$ cat src/rtl/wb_ic_pkg.sv
// wb_ic_pkg: shared FSM encodings, default SoC address map and select-index sizing for the Wishbone 1xN interconnect.
package wb_ic_pkg;
  localparam logic [1:0] IDLE = 2'd0;
  localparam logic [1:0] ACTIVE = 2'd1;
  localparam logic [1:0] ERR = 2'd2;
  localparam int DEF_NUM_SLAVES = 5;
  localparam logic [DEF_NUM_SLAVES*32-1:0] DEF_SLAVE_BASE =
    {32'h08000104, 32'h08000100, 32'h08000000, 32'h04000000, 32'h00000000};
  localparam logic [DEF_NUM_SLAVES*32-1:0] DEF_SLAVE_MASK =
    {32'hFFFFFFFC, 32'hFFFFFFFC, 32'hFFFFFFF8, 32'hFC000000, 32'hFFFF8000};
  function automatic int sel_idx_width(input int n);
    return (n > 1) ? $clog2(n) : 1;
  endfunction
endpackage

$ cat src/rtl/wb_addr_decoder.sv
// wb_addr_decoder: combinational base/mask match returning a hit flag and the lowest matching slave index.
module wb_addr_decoder import wb_ic_pkg::*; #(
  parameter int NUM_SLAVES = DEF_NUM_SLAVES,
  parameter int ADDR_WIDTH = 32,
  parameter logic [NUM_SLAVES*ADDR_WIDTH-1:0] SLAVE_BASE = DEF_SLAVE_BASE,
  parameter logic [NUM_SLAVES*ADDR_WIDTH-1:0] SLAVE_MASK = DEF_SLAVE_MASK,
  parameter int IDX_WIDTH = sel_idx_width(NUM_SLAVES)
) (
  input  logic [ADDR_WIDTH-1:0] adr,
  output logic                  hit,
  output logic [IDX_WIDTH-1:0]  idx
);
  // Scan high to low so the lowest matching index wins on overlap.
  always_comb begin
    hit = 1'b0;
    idx = '0;
    for (int i = NUM_SLAVES - 1; i >= 0; i--)
      if ((adr & SLAVE_MASK[i*ADDR_WIDTH +: ADDR_WIDTH]) == SLAVE_BASE[i*ADDR_WIDTH +: ADDR_WIDTH]) begin
        hit = 1'b1;
        idx = IDX_WIDTH'(i);
      end
  end
endmodule

$ cat src/rtl/wb_interconnect_1xn.sv
// wb_interconnect_1xn: single-master N-slave Wishbone classic interconnect with registered slave select and error termination.
// Define WB_INTERCONNECT_TIMEOUT_EN to terminate hung slaves with an error after TIMEOUT_CYCLES.
module wb_interconnect_1xn import wb_ic_pkg::*; #(
  parameter int NUM_SLAVES = DEF_NUM_SLAVES,
  parameter int ADDR_WIDTH = 32,
  parameter int DATA_WIDTH = 32,
  parameter logic [NUM_SLAVES*ADDR_WIDTH-1:0] SLAVE_BASE = DEF_SLAVE_BASE,
  parameter logic [NUM_SLAVES*ADDR_WIDTH-1:0] SLAVE_MASK = DEF_SLAVE_MASK,
  parameter int TIMEOUT_CYCLES = 255
) (
  input  logic                           wb_clk_i,
  input  logic                           wb_rst_i,
  input  logic [ADDR_WIDTH-1:0]          wbm_adr_i,
  input  logic [DATA_WIDTH-1:0]          wbm_dat_i,
  output logic [DATA_WIDTH-1:0]          wbm_dat_o,
  input  logic                           wbm_we_i,
  input  logic [DATA_WIDTH/8-1:0]        wbm_sel_i,
  input  logic                           wbm_stb_i,
  input  logic                           wbm_cyc_i,
  output logic                           wbm_ack_o,
  output logic                           wbm_err_o,
  output logic [ADDR_WIDTH-1:0]          wbs_adr_o,
  output logic [DATA_WIDTH-1:0]          wbs_dat_o,
  output logic                           wbs_we_o,
  output logic [DATA_WIDTH/8-1:0]        wbs_sel_o,
  output logic [NUM_SLAVES-1:0]          wbs_stb_o,
  output logic [NUM_SLAVES-1:0]          wbs_cyc_o,
  input  logic [NUM_SLAVES*DATA_WIDTH-1:0] wbs_dat_i,
  input  logic [NUM_SLAVES-1:0]          wbs_ack_i,
  output logic                           err_flag_o,
  output logic [ADDR_WIDTH-1:0]          err_adr_o,
  input  logic                           err_clr_i
);
  localparam int SW = sel_idx_width(NUM_SLAVES);
  if (TIMEOUT_CYCLES < 1 || TIMEOUT_CYCLES > 255) begin : g_bad_timeout
    $error("TIMEOUT_CYCLES must be in 1..255");
  end
  logic [1:0] state, state_nx;
  logic [SW-1:0] sel, dec_idx;
  logic [NUM_SLAVES-1:0] onehot;
  logic dec_hit, req, active, slv_ack, timeout;
  wb_addr_decoder #(
    .NUM_SLAVES(NUM_SLAVES), .ADDR_WIDTH(ADDR_WIDTH),
    .SLAVE_BASE(SLAVE_BASE), .SLAVE_MASK(SLAVE_MASK), .IDX_WIDTH(SW)
  ) u_dec (
    .adr(wbm_adr_i),
    .hit(dec_hit),
    .idx(dec_idx)
  );
  assign req = wbm_cyc_i & wbm_stb_i;
  assign active = state == ACTIVE;
  assign slv_ack = wbs_ack_i[sel] & wbm_cyc_i;
  assign onehot = NUM_SLAVES'(1) << sel;
  assign wbs_adr_o = wbm_adr_i;
  assign wbs_dat_o = wbm_dat_i;
  assign wbs_we_o = wbm_we_i;
  assign wbs_sel_o = wbm_sel_i;
`ifdef WB_INTERCONNECT_TIMEOUT_EN
  // Counter is held at zero outside ACTIVE, so every new transaction starts fresh.
  logic [7:0] cnt;
  always_ff @(posedge wb_clk_i or posedge wb_rst_i)
    if (wb_rst_i) cnt <= '0;
    else cnt <= (active && !slv_ack) ? cnt + 8'd1 : '0;
  assign timeout = cnt == 8'(TIMEOUT_CYCLES - 1);
`else
  assign timeout = 1'b0;
`endif
  always_ff @(posedge wb_clk_i or posedge wb_rst_i)
    if (wb_rst_i) begin
      state <= IDLE;
      sel <= '0;
    end else begin
      state <= state_nx;
      if (state == IDLE && req) sel <= dec_idx;
    end
  always_comb begin
    state_nx = IDLE;
    if (state == IDLE) state_nx = req ? (dec_hit ? ACTIVE : ERR) : IDLE;
    else if (active) state_nx = (!wbm_cyc_i || slv_ack) ? IDLE : (timeout ? ERR : ACTIVE);
  end
  always_comb begin
    wbs_cyc_o = (active && wbm_cyc_i) ? onehot : '0;
    wbs_stb_o = (active && req) ? onehot : '0;
    wbm_ack_o = active & slv_ack;
    wbm_err_o = state == ERR;
    wbm_dat_o = active ? wbs_dat_i[sel*DATA_WIDTH +: DATA_WIDTH] : '0;
  end
  // An error in the same cycle as a clear starts a fresh capture.
  always_ff @(posedge wb_clk_i or posedge wb_rst_i)
    if (wb_rst_i) begin
      err_flag_o <= 1'b0;
      err_adr_o <= '0;
    end else if (state == ERR) begin
      err_flag_o <= 1'b1;
      if (!err_flag_o || err_clr_i) err_adr_o <= wbm_adr_i;
    end else if (err_clr_i) begin
      err_flag_o <= 1'b0;
      err_adr_o <= '0;
    end
endmodule
$ cat config.mk
export PLATFORM = sky130hd
export DESIGN_NAME = wb_interconnect_1xn
export DESIGN_NICKNAME = d
export VERILOG_FILES = /design/src/rtl/wb_ic_pkg.sv /design/src/rtl/wb_addr_decoder.sv /design/src/rtl/wb_interconnect_1xn.sv
export SDC_FILE = /design/constraint.sdc
export NUM_CORES = 1
export LEC_CHECK = 0
export CAP_MARGIN = 20
export CORE_AREA = 8 8 143 145
export DETAILED_ROUTE_END_ITERATION = 16
export DIE_AREA = 0 0 151 153
export PLACE_DENSITY = 0.61
export SLEW_MARGIN = 20
export SYNTH_ARGS = -nofsm -noshare
export SYNTH_HDL_FRONTEND = slang
export SYNTH_SLANG_ARGS = --single-unit
$ cat constraint.sdc
create_clock -name wb_clk_i -period 2.66 [get_ports wb_clk_i]
set_input_delay 0.798 -clock wb_clk_i [delete_from_list [all_inputs] [get_ports wb_clk_i]]
set_output_delay 0.798 -clock wb_clk_i [all_outputs]
set_load 0.02 [all_outputs]
# == After elaboration in Yosys (flattened, before gate mapping) ==
# Cells that the tools add are included.
# classes
n_lt_le_gt_ge,1
n_eq_ne,7
n_shift,2
mux,25
bitwise,3
n_reduce_logical,11
# ops
cell,count
indexed part select 160 x 9 -> 32 bit,1
two-way mux 32 bit,4
"equality test 30 x 26 -> 1 bit, second input constant",2
logical NOT 32 bit,1
"equality test 29 x 25 -> 1 bit, second input constant",1
two-way mux 3 bit,5
two-way mux 1 bit,10
two-way mux 5 bit,2
"equality test 6 x 1 -> 1 bit, second input constant",1
two-way mux 2 bit,3
"left shift 1 x 3 -> 5 bit, first input constant",1
"less-than comparator 3 x 4 -> 1 bit, second input constant",1
bitwise AND 1 bit,3
binary-select mux 1 bit (select 3 bit),1
logical AND 1 bit,3
"equality test 2 x 1 -> 1 bit, second input constant",1
"equality test 2 bit, second input constant",1
logical NOT 1 bit,2
logical NOT 2 bit,1
logical OR 1 bit,2
"!= test 2 x 1 -> 1 bit, second input constant",1
AND reduction 2 bit,1
nonzero test 2 bit,1
# totals
register_bits,38
input_bits,239
elab_cells,53

# == Depth between registers and ports, before layout ==
# Gate-level depths: netlist of the first run.
# depth
word_depth,9
mapped_depth,5

# == Hierarchy ==
# A second synthesis of the first run with hierarchy kept.
# hier_totals
cells_unflattened,355
area_unflattened_um2,3403.3
# modules_own_cells
mod,instances,cells_per_inst,area_each_um2
wb_interconnect_1xn,1,338,3281.9
wb_addr_decoder,1,17,121.4

# == Worst setup path before layout of the first run ==
# OpenSTA, ideal clock, no wires.
# synth_path
path_type,input -> output
start,input port wbs_dat_i[126]
end,output port wbm_dat_o[30]
arrival_ns,1.541
setup_slack_ns,0.321
path_stages,3
path_buffers,0
cell_sequence,mux4_2 -> a22oi_1 -> nor2_1
# synth_between
elab_chain_cells,2
# synth_rtl
item,line_no,rtl
"start, declared",wb_interconnect_1xn.sv:28,"input logic [NUM_SLAVES*DATA_WIDTH-1:0] wbs_dat_i,"
indexed part select 160 x 9 -> 32 bit,wb_interconnect_1xn.sv:86,wbm_dat_o = active ? wbs_dat_i[sel*DATA_WIDTH +: DATA_WIDTH] : '0;
two-way mux 32 bit,wb_interconnect_1xn.sv:86,
"end, declared",wb_interconnect_1xn.sv:15,"output logic [DATA_WIDTH-1:0] wbm_dat_o,"
# No other way between the ends.

# == Worst setup path after layout of the first run ==
# layout_path
start,register sel[0]
end,output port wbm_ack_o
# layout_between
elab_chain_cells,4
# layout_rtl
item,line_no,rtl
"start, declared",wb_interconnect_1xn.sv:39,"logic [SW-1:0] sel, dec_idx;"
"start signal, assigned",wb_interconnect_1xn.sv:74,if (state == IDLE && req) sel <= dec_idx;
binary-select mux 1 bit (select 3 bit),wb_interconnect_1xn.sv:52,assign slv_ack = wbs_ack_i[sel] & wbm_cyc_i;
two-way mux 1 bit (implied by the code),wb_interconnect_1xn.sv:52,
bitwise AND 1 bit,wb_interconnect_1xn.sv:52,
bitwise AND 1 bit,wb_interconnect_1xn.sv:84,wbm_ack_o = active & slv_ack;
"end, declared",wb_interconnect_1xn.sv:20,"output logic wbm_ack_o,"
# No other way between the ends. The select of a mux whose other input is x is not followed.

==> results by group, run 1 <==
Drt
  – Routed Antenna Nets: 0
  – WL final: 19.33 mm
  – Via count: 3889
  – DRC: 0
  – WL/cell: 22.42 um
  – First-pass DRT Iterations: 4
  – DR iter-0 viols: 81
  – Vias/cell: 4.512

Die
  – Die W: 151 um
  – Core Region: 18270 um^2
  – Initial Util: 0.1814
  – Die ar.: 23100 um^2
  – Die Height: 153 um
  – Row cnt: 50
  – Io pins: 385

Timing
  – Final hold vios: 0
  – Setup TNS: -1.475 ns
  – Minimum clock period after layout: 2.767 ns
  – Period utilization: 1.040
  – Worst-Margin Slew: 0.6952 ns
  – Setup violators final: 31
  – Slack of the critical path: -0.1071 ns
  – FMAX: 361.4 MHz
  – Slew margin rel.: 0.5361
  – Clk_skew: 0.006064 ns
  – RSZ-0062 raised after global routing: true
  – Fin. max-slew vios: 0

Run status
  – Outcome: finished with violations
  – Failing checks: negative setup slack

Logic synthesis
  – Cell with the most instances after synthesis: buf_4
  – Synth cell types: 33
  – Post-Syn Area per Cell: 10.29 um^2
  – Yosys top cell by area: dfrtp_1
  – FF+latch count, synth: 38
  – Seq/Total Area, Yosys: 0.2869
  – Post-synth EDFFs: 0
  – Synth top area share: 0.2869
  – Ys Warns: 0
  – Top cells by area, synth: dfrtp_1 (29%), mux4_2 (22%), buf_4 (16%)
  – Cell count after synthesis: 322
  – Syn nets: 561
  – Synthesized area: 3314 um^2
  – Asr flop ratio synth: 1.000
  – Synth top cells by count: buf_4 (69), nor2_1 (44), dfrtp_1 (38), mux4_2 (33)
  – Primary FF master, synth: dfrtp_1

CTS
  – CTS tree: built
  – Root Buffer: clkbuf_16
  – Clk sinks: 38
  – Clk_lat worst skew: 0.28 ns
  – Clock buffer depth: 2
  – H-tree levels: 2
  – Post-CTS Hold Fix Bufs: 0
  – Num CTS Buffers: 5
  – Reg clk slew, reported paths: 0.06 ns

Setup path
  – CP peak stage delay: 0.43 ns
  – CP required: 1.86 ns
  – Cell mode on critical path: buf_4
  – Slowest CP cell: mux4_2
  – Crit path capture type: primary output
  – Crit-path max FO: 9
  – Worst-path cell chain: buf_12 > buf_4 > buf_4 > mux4_2 > a22oi_2 > nor2_1 > buf_4
  – Worst EP arrival: 1.97 ns
  – Type of the worst setup path: reg2out
  – CP Launch Type: register

Flow run
  – Maxcap violations: 0

Global routing
  – Vias in the first global route: 4552
  – First-pass GRT wire length: 27.68 mm
  – Gr usage total: 0.1562
  – Initial antenna violation count: 3
  – Pin count of the biggest net entering global routing: 39
  – GRT overflow: 0

Final layout
  – Layout Nets: 864
  – Area grow syn2layout: 109.8%
  – Fillers: 1850
  – Layout cell share with drive strength beyond 1: 0.3291
  – Finished Cell Area: 6953 um^2
  – Finished Layout Cells: 862

Worst hold path
  – Worst Hold Class: reg2reg

Place
  – Placed cells: 845
  – Post-DP Area: 6753 um^2
  – Post-DP HPWL: 16.62 mm
  – GPL Wtd Cong: 0.8030
  – Buffers on Ports: 310

Power and ir drop
  – Leakage Power: 0.003133 uW
  – IR Drop Worst-Case VDD: 0.2898 mV
  – Power Density: 344.6 nW/um^2
-- metal layers --
| metal | part of all wire | GRT usage | vias up |
|---|---|---|---|
| met5 | 0.0012 | 0 | - |
| met4 | 0.014 | 0.03442 | 4 |
| met3 | 0.12 | 0.06259 | 25 |
| met2 | 0.52 | 0.2882 | 253 |
| met1 | 0.35 | 0.1605 | 1846 |
| li1 | - | - | 1761 |
-- worst max-delay path, delay by kind of cell (launching register included) --
family,cells,cell delay (ns)
flops,1,0.42
compound gates,1,0.16
buf+inv,4,0.60
simple gates,1,0.08
mux,1,0.43
-- sequential cells by signal (all words and copies together), names as in the netlist --
| register | cells |
|---|---|
| err_adr_o | 32 |
| err_flag_o | 1 |
| sel | 3 |
| state | 2 |
-- timing repair --
| action | CTS | global route |
|---|---|---|
| resized for setup | 403 | 10 |
| setup endpoints to repair | 74 | 34 |
| pin swaps | 62 | 2 |
| buffers inserted | 7 | 0 |
-- placed cells by master, fill, tap and decap left out, types with 2 or more instances in the layout --
cell	count
and3_1	3
dfrtp_1	36
nand2_1	5
clkdlybuf4s15_1	44
clkbuf_16	5
buf_2	2
a22o_1	32
a22oi_2	28
bufinv_16	2
nor4_1	6
dfrtp_2	2
buf_12	13
mux4_2	33
dlygate4sd2_1	118
buf_6	5
nor2_2	3
nor2b_1	2
a22oi_1	5
diode_2	2
nor2_1	40
nand3_1	4
inv_1	3
nand2b_1	4
buf_4	107
nand4_1	2
a21oi_1	2
clkdlybuf4s50_1	101
-- area by class of cell --
type	count	area [um^2]	area share
timing repair buffer	390	3615	0.5199
multi-input combinational	186	1878	0.2701
sequential	38	953.4	0.1371
tap	234	292.8	0.04211
clock buffer	5	125.1	0.01800
clock inverter	3	68.82	0.009897
inverter	4	15.01	0.002159
antenna	2	5.005	0.0007198
-- power by group --
group / internal [uW] / leakage (uW) / switching [uW]
clock: 539 / 0.0000940 / 242
sequential: 620 / 0.000505 / 27.4
combinational: 594 / 0.00253 / 374
total: 1750 / 0.00313 / 644
-- logic make-up (layout without fill, tap and decap cells) --
logic type,Yosys count,in the layout,synth area share
simple gates,78,78,0.1140
flops,38,38,0.2869
compound gates,75,75,0.1789
mux,33,33,0.2242
other cells,0,2,0
buf+inv,98,402,0.1959
-- worst paths after layout --
| path | startpoint | to | slack (ns) | cells after the start |
|---|---|---|---|---|
| max in group asynchronous | wb_rst_i | sel[1] | 1.36 | 3 |
| worst max register to register | sel[0] | state[0] | 0.62 | 10 |
| worst min register to register | err_adr_o[12] | err_adr_o[12] | 0.51 | 1 |
| worst min-delay path | err_adr_o[12] | err_adr_o[12] | 0.51 | 1 |
| worst max-delay path | sel[0] | wbm_ack_o | -0.11 | 7 |
| min in group asynchronous | wb_rst_i | err_adr_o[23] | 0.94 | 3 |
-- stage by stage --
step	setup slack, ns	hold WS, ns	total power, uW	util
6_report	-0.1071	0.5061	2396	0.3806
5_1_grt	-0.1898	0.5242	2514	0.3805
4_1_cts	-0.1623	0.5070	2426	0.3777
3_5_place_dp	-0.7683	0.4933	1658	0.3697
3_3_place_gp	-0.7903	0.4867	1650	0.3697
2_1_floorplan	0.3210	0.5970	1142	-
Power figures use the tool's default switching activity.
==> run 2, diff against run 1 <==
--- a/config.mk
+++ b/config.mk
@@ -10,6 +10,7 @@
 export DETAILED_ROUTE_END_ITERATION = 16
 export DIE_AREA = 0 0 151 153
 export PLACE_DENSITY = 0.61
+export SETUP_SLACK_MARGIN = 0.15
 export SLEW_MARGIN = 20
 export SYNTH_ARGS = -nofsm -noshare
 export SYNTH_HDL_FRONTEND = slang
==> run 2 against run 1 <==
Global-route usage up 0.074 points. Die area stayed put. Core utilization rose by 0.49 points. Cell count is 0.35% higher. Non-clock buffer count increased by 3. Register-to-register slack barely moved. Largest cell class unchanged. Critical endpoint unchanged. Largest power group unchanged. Sequential share of layout area is 0.18 points lower. Worst hold slack is essentially flat. The flow still finishes with violations (negative setup slack).
==> results by group, run 2 (synthesis gave the netlist of run 1 again) <==
Run status
  – Outcome: finished with violations
  – Failing checks: negative setup slack

Die
  – Core Region: 18270 um^2 (unchanged)
  – Io pins: 385 (unchanged)
  – Die W: 151 um (unchanged)
  – Die Height: 153 um (unchanged)
  – Die ar.: 23100 um^2 (unchanged)
  – Row cnt: 50 (unchanged)
  – Initial Util: 0.1814 (unchanged)

CTS
  – Reg clk slew, reported paths: 0.06 ns (about the same)
  – Clk_lat worst skew: 0.28 ns (about the same)
  – H-tree levels: 2 (unchanged)
  – Root Buffer: clkbuf_16
  – Clock buffer depth: 2 (unchanged)
  – Num CTS Buffers: 5 (unchanged)
  – Clk sinks: 38 (unchanged)
  – CTS tree: built

Final layout
  – Commonest non-fill, non-tap cell in the layout: dlygate4sd2_1
  – Multi-input gate area: 1913 um^2 (+1.9%)
  – Layout Nets: 867 (+0.35%)
  – Max reg flops: 32 (unchanged)
  – Area grow syn2layout: 112.5%
  – Fillers: 1842 (-0.43%)
  – Finished Layout Cells: 865 (+0.35%)
  – Layout cell share with drive strength beyond 1: 0.3434 (+0.01433)
  – Regs by FF count: err_adr_o (32), sel (3), state (2)
  – Reg with most FFs: err_adr_o
  – Sequential Area: 953.4 um^2 (unchanged)
  – Most frequent cells in the layout: dlygate4sd2_1 (116), buf_4 (105), clkdlybuf4s50_1 (100)

Timing
  – Slack of the critical path: -0.1061 ns (+0.0009860 ns)
  – Clk_skew: 0.006079 ns (+0.00001466 ns)
  – Period utilization: 1.040 (about the same)
  – FMAX: 361.5 MHz (about the same)
  – Final hold vios: 0 (unchanged)
  – Fin. max-slew vios: 0 (unchanged)
  – Worst-Margin Slew: 0.6963 ns (+0.001194 ns)
  – RSZ-0062 raised after global routing: true
  – Setup violators final: 31 (unchanged)
  – Slew margin rel.: 0.5353 (-0.0007970)
  – Minimum clock period after layout: 2.766 ns (-0.0009860 ns)

Setup path
  – R2R Path Start: sel[0]
  – Worst EP arrival: 1.97 ns (about the same)
  – Type of the worst setup path: reg2out
  – Crit-path max FO: 9 (unchanged)
  – CP required: 1.86 ns (about the same)
  – Crit path capture type: primary output
  – CP Launch Type: register
  – Critical path launch point: sel[0]

Drt
  – First-pass DRT Iterations: 4 (unchanged)
  – DRC: 0 (unchanged)
  – DR iter-0 viols: 85 (+4.9%)
  – WL/cell: 22.44 um (about the same)
  – Via count: 3906 (+0.44%)
  – Routed Antenna Nets: 0 (unchanged)
  – Vias/cell: 4.516 (about the same)
  – WL final: 19.41 mm (+0.40%)

Global routing
  – Vias in the first global route: 4568 (+0.35%)
  – GRT overflow: 0 (unchanged)
  – Initial antenna violation count: 2 (-1)
  – Pin count of the biggest net entering global routing: 39 (unchanged)
  – First-pass GRT wire length: 27.79 mm (+0.40%)
  – Gr usage total: 0.1570 (+0.0007384)

Power and ir drop
  – Overall power: 2402 uW (+0.25%)
  – Power Density: 341.0 nW/um^2 (-1.0%)
  – IR Drop Worst-Case VDD: 0.2898 mV (about the same)
  – Leakage Power: 0.003167 uW (+1.1%)

Place
  – GPL Wtd Cong: 0.8030 (unchanged)
  – Buffers on Ports: 310 (unchanged)
  – Post-Place Worst Slack: -0.7683 ns (unchanged)
  – Post-DP HPWL: 16.62 mm (unchanged)
  – Placed cells: 845 (unchanged)

Worst hold path
  – Worst Hold Class: reg2reg
  – Hold Startpoint: err_adr_o[12]

Flow run
  – Maxcap violations: 0 (unchanged)
==> run 2: worst paths after layout <==
| kind | endpoint | slack [ns] | cells past startpoint |
|---|---|---|---|
| max in group asynchronous | sel[1] | 1.36 | 3 |
| worst min-delay path | err_adr_o[12] | 0.51 | 1 |
| worst min register to register | err_adr_o[12] | 0.51 | 1 |
| worst max register to register | state[0] | 0.61 | 10 |
| min in group asynchronous | err_adr_o[23] | 0.94 | 3 |
| worst max-delay path | wbm_ack_o | -0.11 | 7 |
==> run 2: worst max-delay path: stages (launching register included) <==
cell and delay, ns:
dfrtp_2 0.42, buf_12 0.16, buf_4 0.15, buf_4 0.13, mux4_2 0.43, a22oi_2 0.16
nor2_1 0.08, buf_4 0.16
==> run 2: power breakdown <==
group / leakage [uW] / switching (uW) / internal [uW] / total (uW)
Sequential: 0.000505 / 27.6 / 620 / 647
Combinational: 0.00257 / 378 / 596 / 974
Clock: 0.0000940 / 242 / 539 / 780
==> run 2: layer usage <==
layer | share of wire | vias to the layer above | wire [um] | GRT usage
li1 | - | 1767 | - | -
met1 | 0.35 | 1867 | 6833 | 0.1616
met2 | 0.52 | 247 | 10130 | 0.2905
met3 | 0.11 | 23 | 2166 | 0.06112
met4 | 0.014 | 2 | 266 | 0.03442
met5 | 0.00052 | - | 10 | 0
==> run 2: per-stage QoR <==
| step | hold WS [ns] | util | cell area (um^2) | setup TNS (ns) |
|---|---|---|---|---|
| 6_report | 0.5062 | 0.3855 | 7043 | -1.503 |
| 5_1_grt | 0.5242 | 0.3854 | 7041 | -3.638 |
| 4_1_cts | 0.5070 | 0.3812 | 6963 | -2.036 |
| 3_5_place_dp | 0.4933 | 0.3697 | 6753 | -21.84 |
| 3_3_place_gp | 0.4867 | 0.3697 | 6753 | -21.39 |
| 2_1_floorplan | 0.5970 | - | 3314 | 0 |
==> run 2: timing repair <==
item	CTS	global route
pin swaps	63	4
setup buffers	10	0
hold buffers	0	0
gates resized for setup	417	15
setup endpoints to repair	75	39
==> run 2: final cells by class <==
type | count | area share
Antenna cell | 2 | 0.0007106
Clock buffer | 5 | 0.01777
Clock inverter | 3 | 0.009771
Inverter | 4 | 0.002132
Multi-Input combinational cell | 186 | 0.2716
Sequential cell | 38 | 0.1354
Tap cell | 234 | 0.04157
Timing Repair Buffer | 393 | 0.5211
==> run 3, diff against run 2 <==
--- a/config.mk
+++ b/config.mk
@@ -6,12 +6,13 @@
 export NUM_CORES = 1
 export LEC_CHECK = 0
 export CAP_MARGIN = 20
-export CORE_AREA = 8 8 143 145
+export CORE_AREA = 8 8 145 147
 export DETAILED_ROUTE_END_ITERATION = 16
-export DIE_AREA = 0 0 151 153
+export DIE_AREA = 0 0 153 155
 export PLACE_DENSITY = 0.61
 export SETUP_SLACK_MARGIN = 0.15
 export SLEW_MARGIN = 20
 export SYNTH_ARGS = -nofsm -noshare
 export SYNTH_HDL_FRONTEND = slang
+export SYNTH_HIERARCHICAL = 1
 export SYNTH_SLANG_ARGS = --single-unit
==> run 3 against run 2 <==
Global-route usage down 1.2 points. Clock power up 3.6%. The flow still finishes with violations (negative setup slack). Core utilization down 2.7 points. Sequential power down 0.9%. Sequential share of layout area up 0.50 points. Wire length down 8.0%. Synthesized cell count up 10%. Worst setup slack better by 0.077 ns. Clock-buffer cell count up 1. Die area up 2.6%. Flip-flop and latch count unchanged.
==> results by group, run 3 <==
Run status
  – Outcome: finished with violations
  – Failing checks: negative setup slack

CTS
  – Clock buffer depth: 2 (unchanged)
  – Root Buffer: clkbuf_16
  – H-tree levels: 2 (unchanged)
  – CTS tree: built
  – Clk sinks: 38 (unchanged)
  – Num CTS Buffers: 5 (unchanged)
  – Clk_lat worst skew: 0.28 ns (about the same)
  – Reg clk slew, reported paths: 0.06 ns (about the same)

Place
  – Post-Place Worst Slack: -0.7900 ns (-0.02169 ns)
  – Buffers on Ports: 310 (unchanged)
  – Post-DP HPWL: 14.99 mm (-9.8%)
  – Placed cells: 853 (+0.95%)
  – GPL Wtd Cong: 0.8231 (+2.5%)

Final layout
  – Max reg flops: 32 (unchanged)
  – Regs by FF count: err_adr_o (32), sel (3), state (2)
  – Fillers: 1981 (+7.5%)
  – Layout Nets: 869 (+0.23%)
  – Layout cell share with drive strength beyond 1: 0.2552 (-0.08825)
  – Most frequent cells in the layout: dlygate4sd2_1 (138), clkdlybuf4s50_1 (100), nand2_1 (72)
  – Reg with most FFs: err_adr_o
  – Finished Layout Cells: 872 (+0.81%)
  – Area grow syn2layout: 99.56%
  – Commonest non-fill, non-tap cell in the layout: dlygate4sd2_1

Die
  – Die W: 153 um (+1.3%)
  – Io pins: 385 (unchanged)
  – Die Height: 155 um (+1.3%)
  – Core Region: 18950 um^2 (+3.7%)
  – Row cnt: 51 (+2.0%)
  – Die ar.: 23720 um^2 (+2.6%)
  – Initial Util: 0.1796 (-0.001865)

Timing
  – Slack of the critical path: -0.02920 ns (+0.07694 ns)
  – Fin. max-slew vios: 0 (unchanged)
  – Minimum clock period after layout: 2.689 ns (-0.07694 ns)
  – Period utilization: 1.011 (-0.02892)
  – RSZ-0062 raised after global routing: true
  – Slew margin rel.: 0.6550 (+0.1198)
  – Final hold vios: 0 (unchanged)
  – Worst-Margin Slew: 0.5143 ns (-0.1821 ns)
  – Hold slack final: 0.4926 ns (-0.01356 ns)
  – FMAX: 371.9 MHz (+2.9%)
  – Setup violators final: 6 (-81%)
  – Clk_skew: 0.003030 ns (-0.003049 ns)

Logic synthesis
  – Synth cell types: 31 (-6.1%)
  – Synth top cells by count: nand2_1 (73), buf_4 (69), dfrtp_1 (38), nand3_1 (33)
  – FF+latch count, synth: 38 (unchanged)
  – Ys Warns: 6 (+6)
  – Yosys top cell by area: dfrtp_1
  – Asr flop ratio synth: 1.000 (unchanged)
  – Top cells by area, synth: dfrtp_1 (28%), mux4_2 (21%), buf_4 (15%)
  – Primary FF master, synth: dfrtp_1
  – Synthesized area: 3403 um^2 (+2.7%)
  – Cell count after synthesis: 355 (+10%)
  – Cell with the most instances after synthesis: nand2_1
  – Synth top area share: 0.2794 (-0.007489)
  – Syn nets: 594 (+5.9%)
  – Seq/Total Area, Yosys: 0.2794 (-0.007489)
  – Post-synth EDFFs: 0 (unchanged)
  – Post-Syn Area per Cell: 9.587 um^2 (-6.9%)

Setup path
  – Crit-path max FO: 17 (+8)
  – CP peak stage delay: 0.56 ns (+0.13 ns)
  – Slowest CP cell: mux4_2
  – Crit-path leading delay family: multiplexers
  – Worst path bufs/invs: 2 (-2)
  – Worst EP arrival: 1.89 ns (-0.08 ns)
  – Worst-path cell chain: buf_12 > mux4_2 > a22o_1 > buf_6
  – Crit path capture type: primary output
  – CP Launch Type: register
  – CP required: 1.86 ns (about the same)
  – Type of the worst setup path: reg2out

Drt
  – WL final: 17.86 mm (-8.0%)
  – WL/cell: 20.48 um (-8.7%)
  – DR iter-0 viols: 111 (+31%)
  – Via count: 3859 (-1.2%)
  – First-pass DRT Iterations: 4 (unchanged)
  – Routed Antenna Nets: 0 (unchanged)
  – Vias/cell: 4.425 (-2.0%)
  – DRC: 0 (unchanged)

Global routing
  – Gr usage total: 0.1447 (-0.01230)
  – GRT overflow: 0 (unchanged)
  – First-pass GRT wire length: 26.70 mm (-3.9%)
  – Vias in the first global route: 4243 (-7.1%)
  – Pin count of the biggest net entering global routing: 33 (-15%)
  – Initial antenna violation count: 3 (+1)

Power and ir drop
  – IR Drop Worst-Case VDD: 0.3015 mV (+4.0%)
  – Power Density: 310.2 nW/um^2 (-9.1%)
  – Leakage Power: 0.003060 uW (-3.4%)
  – Overall power: 2106 uW (-12%)

Worst hold path
  – Worst Hold Class: reg2reg

Flow run
  – Maxcap violations: 0 (unchanged)
-- run 3: cell types whose count changed in the layout (fill, tap and decap cells not counted), moves of 25 or more --
cell | before | now
nand2_1 | 5 | 72
nand3_1 | 4 | 33
a22oi_2 | 29 | 0
buf_4 | 105 | 51
buf_6 | 11 | 36
nor2_1 | 40 | 3
-- run 3: worst min-delay path, cell delays in order, from the launching register on --
cell     delay [ns]
dfrtp_1        0.34
nand3_1        0.06
nand2_1        0.06
-- run 3: cell type report --
class                           instances  area [um^2]  share of cell area
Timing Repair Buffer                  365         3472              0.5112
Multi-Input combinational cell        216         1847              0.2719
Sequential cell                        38        953.4              0.1404
Tap cell                              238        297.8             0.04385
Clock buffer                            6        138.9             0.02045
Clock inverter                          2        60.06            0.008843
Inverter                                4        15.01            0.002211
Antenna cell                            3        7.507            0.001105
-- run 3: timing repair --
action,in CTS,in global routing
gates cloned,1,0
setup buffers,4,3
setup endpoints to repair,76,43
resized for setup,423,29
hold endpoints to repair,0,0
hold buffers,0,0
pin swaps,36,10
-- run 3: kinds of logic (layout without fill, tap and decap cells) --
kind of cell	after synthesis	in the layout	share of synthesized area
compound gates	38	38	0.09669
buf+inv	101	377	0.2048
simple gates	141	141	0.1915
flops	38	38	0.2794
other cells	0	3	0
mux	37	37	0.2276
-- run 3: where the power goes --
part / total (uW) / internal [uW] / switching [uW]
registers: 641 / 617 / 23.9
clock network: 808 / 563 / 245
logic: 657 / 385 / 272
-- run 3: metrics by stage --
stage / TNS (ns) / instance area, um^2 / utilization
floorplan: 0 / 3403 / -
global placement: -23.47 / 6551 / 0.3457
detailed placement: -23.72 / 6551 / 0.3457
CTS: -0.7593 / 6716 / 0.3544
global route: -1.827 / 6789 / 0.3582
finish: -0.09878 / 6792 / 0.3584
-- run 3: worst paths after layout --
path / to / slack [ns] / from / depth (start not counted)
setup / recovery: wbm_dat_o[4] / -0.03 / sel[0] / 4
hold / removal: err_adr_o[20] / 0.49 / err_adr_o[20] / 2
setup reg to reg: state[0] / 0.91 / sel[0] / 7
hold reg to reg: err_adr_o[20] / 0.49 / err_adr_o[20] / 2
max in group asynchronous: err_adr_o[8] / 1.34 / wb_rst_i / 3
min in group asynchronous: err_adr_o[28] / 0.79 / wb_rst_i / 2
-- run 3: metal layers --
layer	routed length, um	track usage	vias up
li1	-	-	1770
met3	1874	0.05687	13
met1	7056	0.1664	1814
met5	0	0	-
met4	255	0.03063	0
met2	8673	0.2506	262
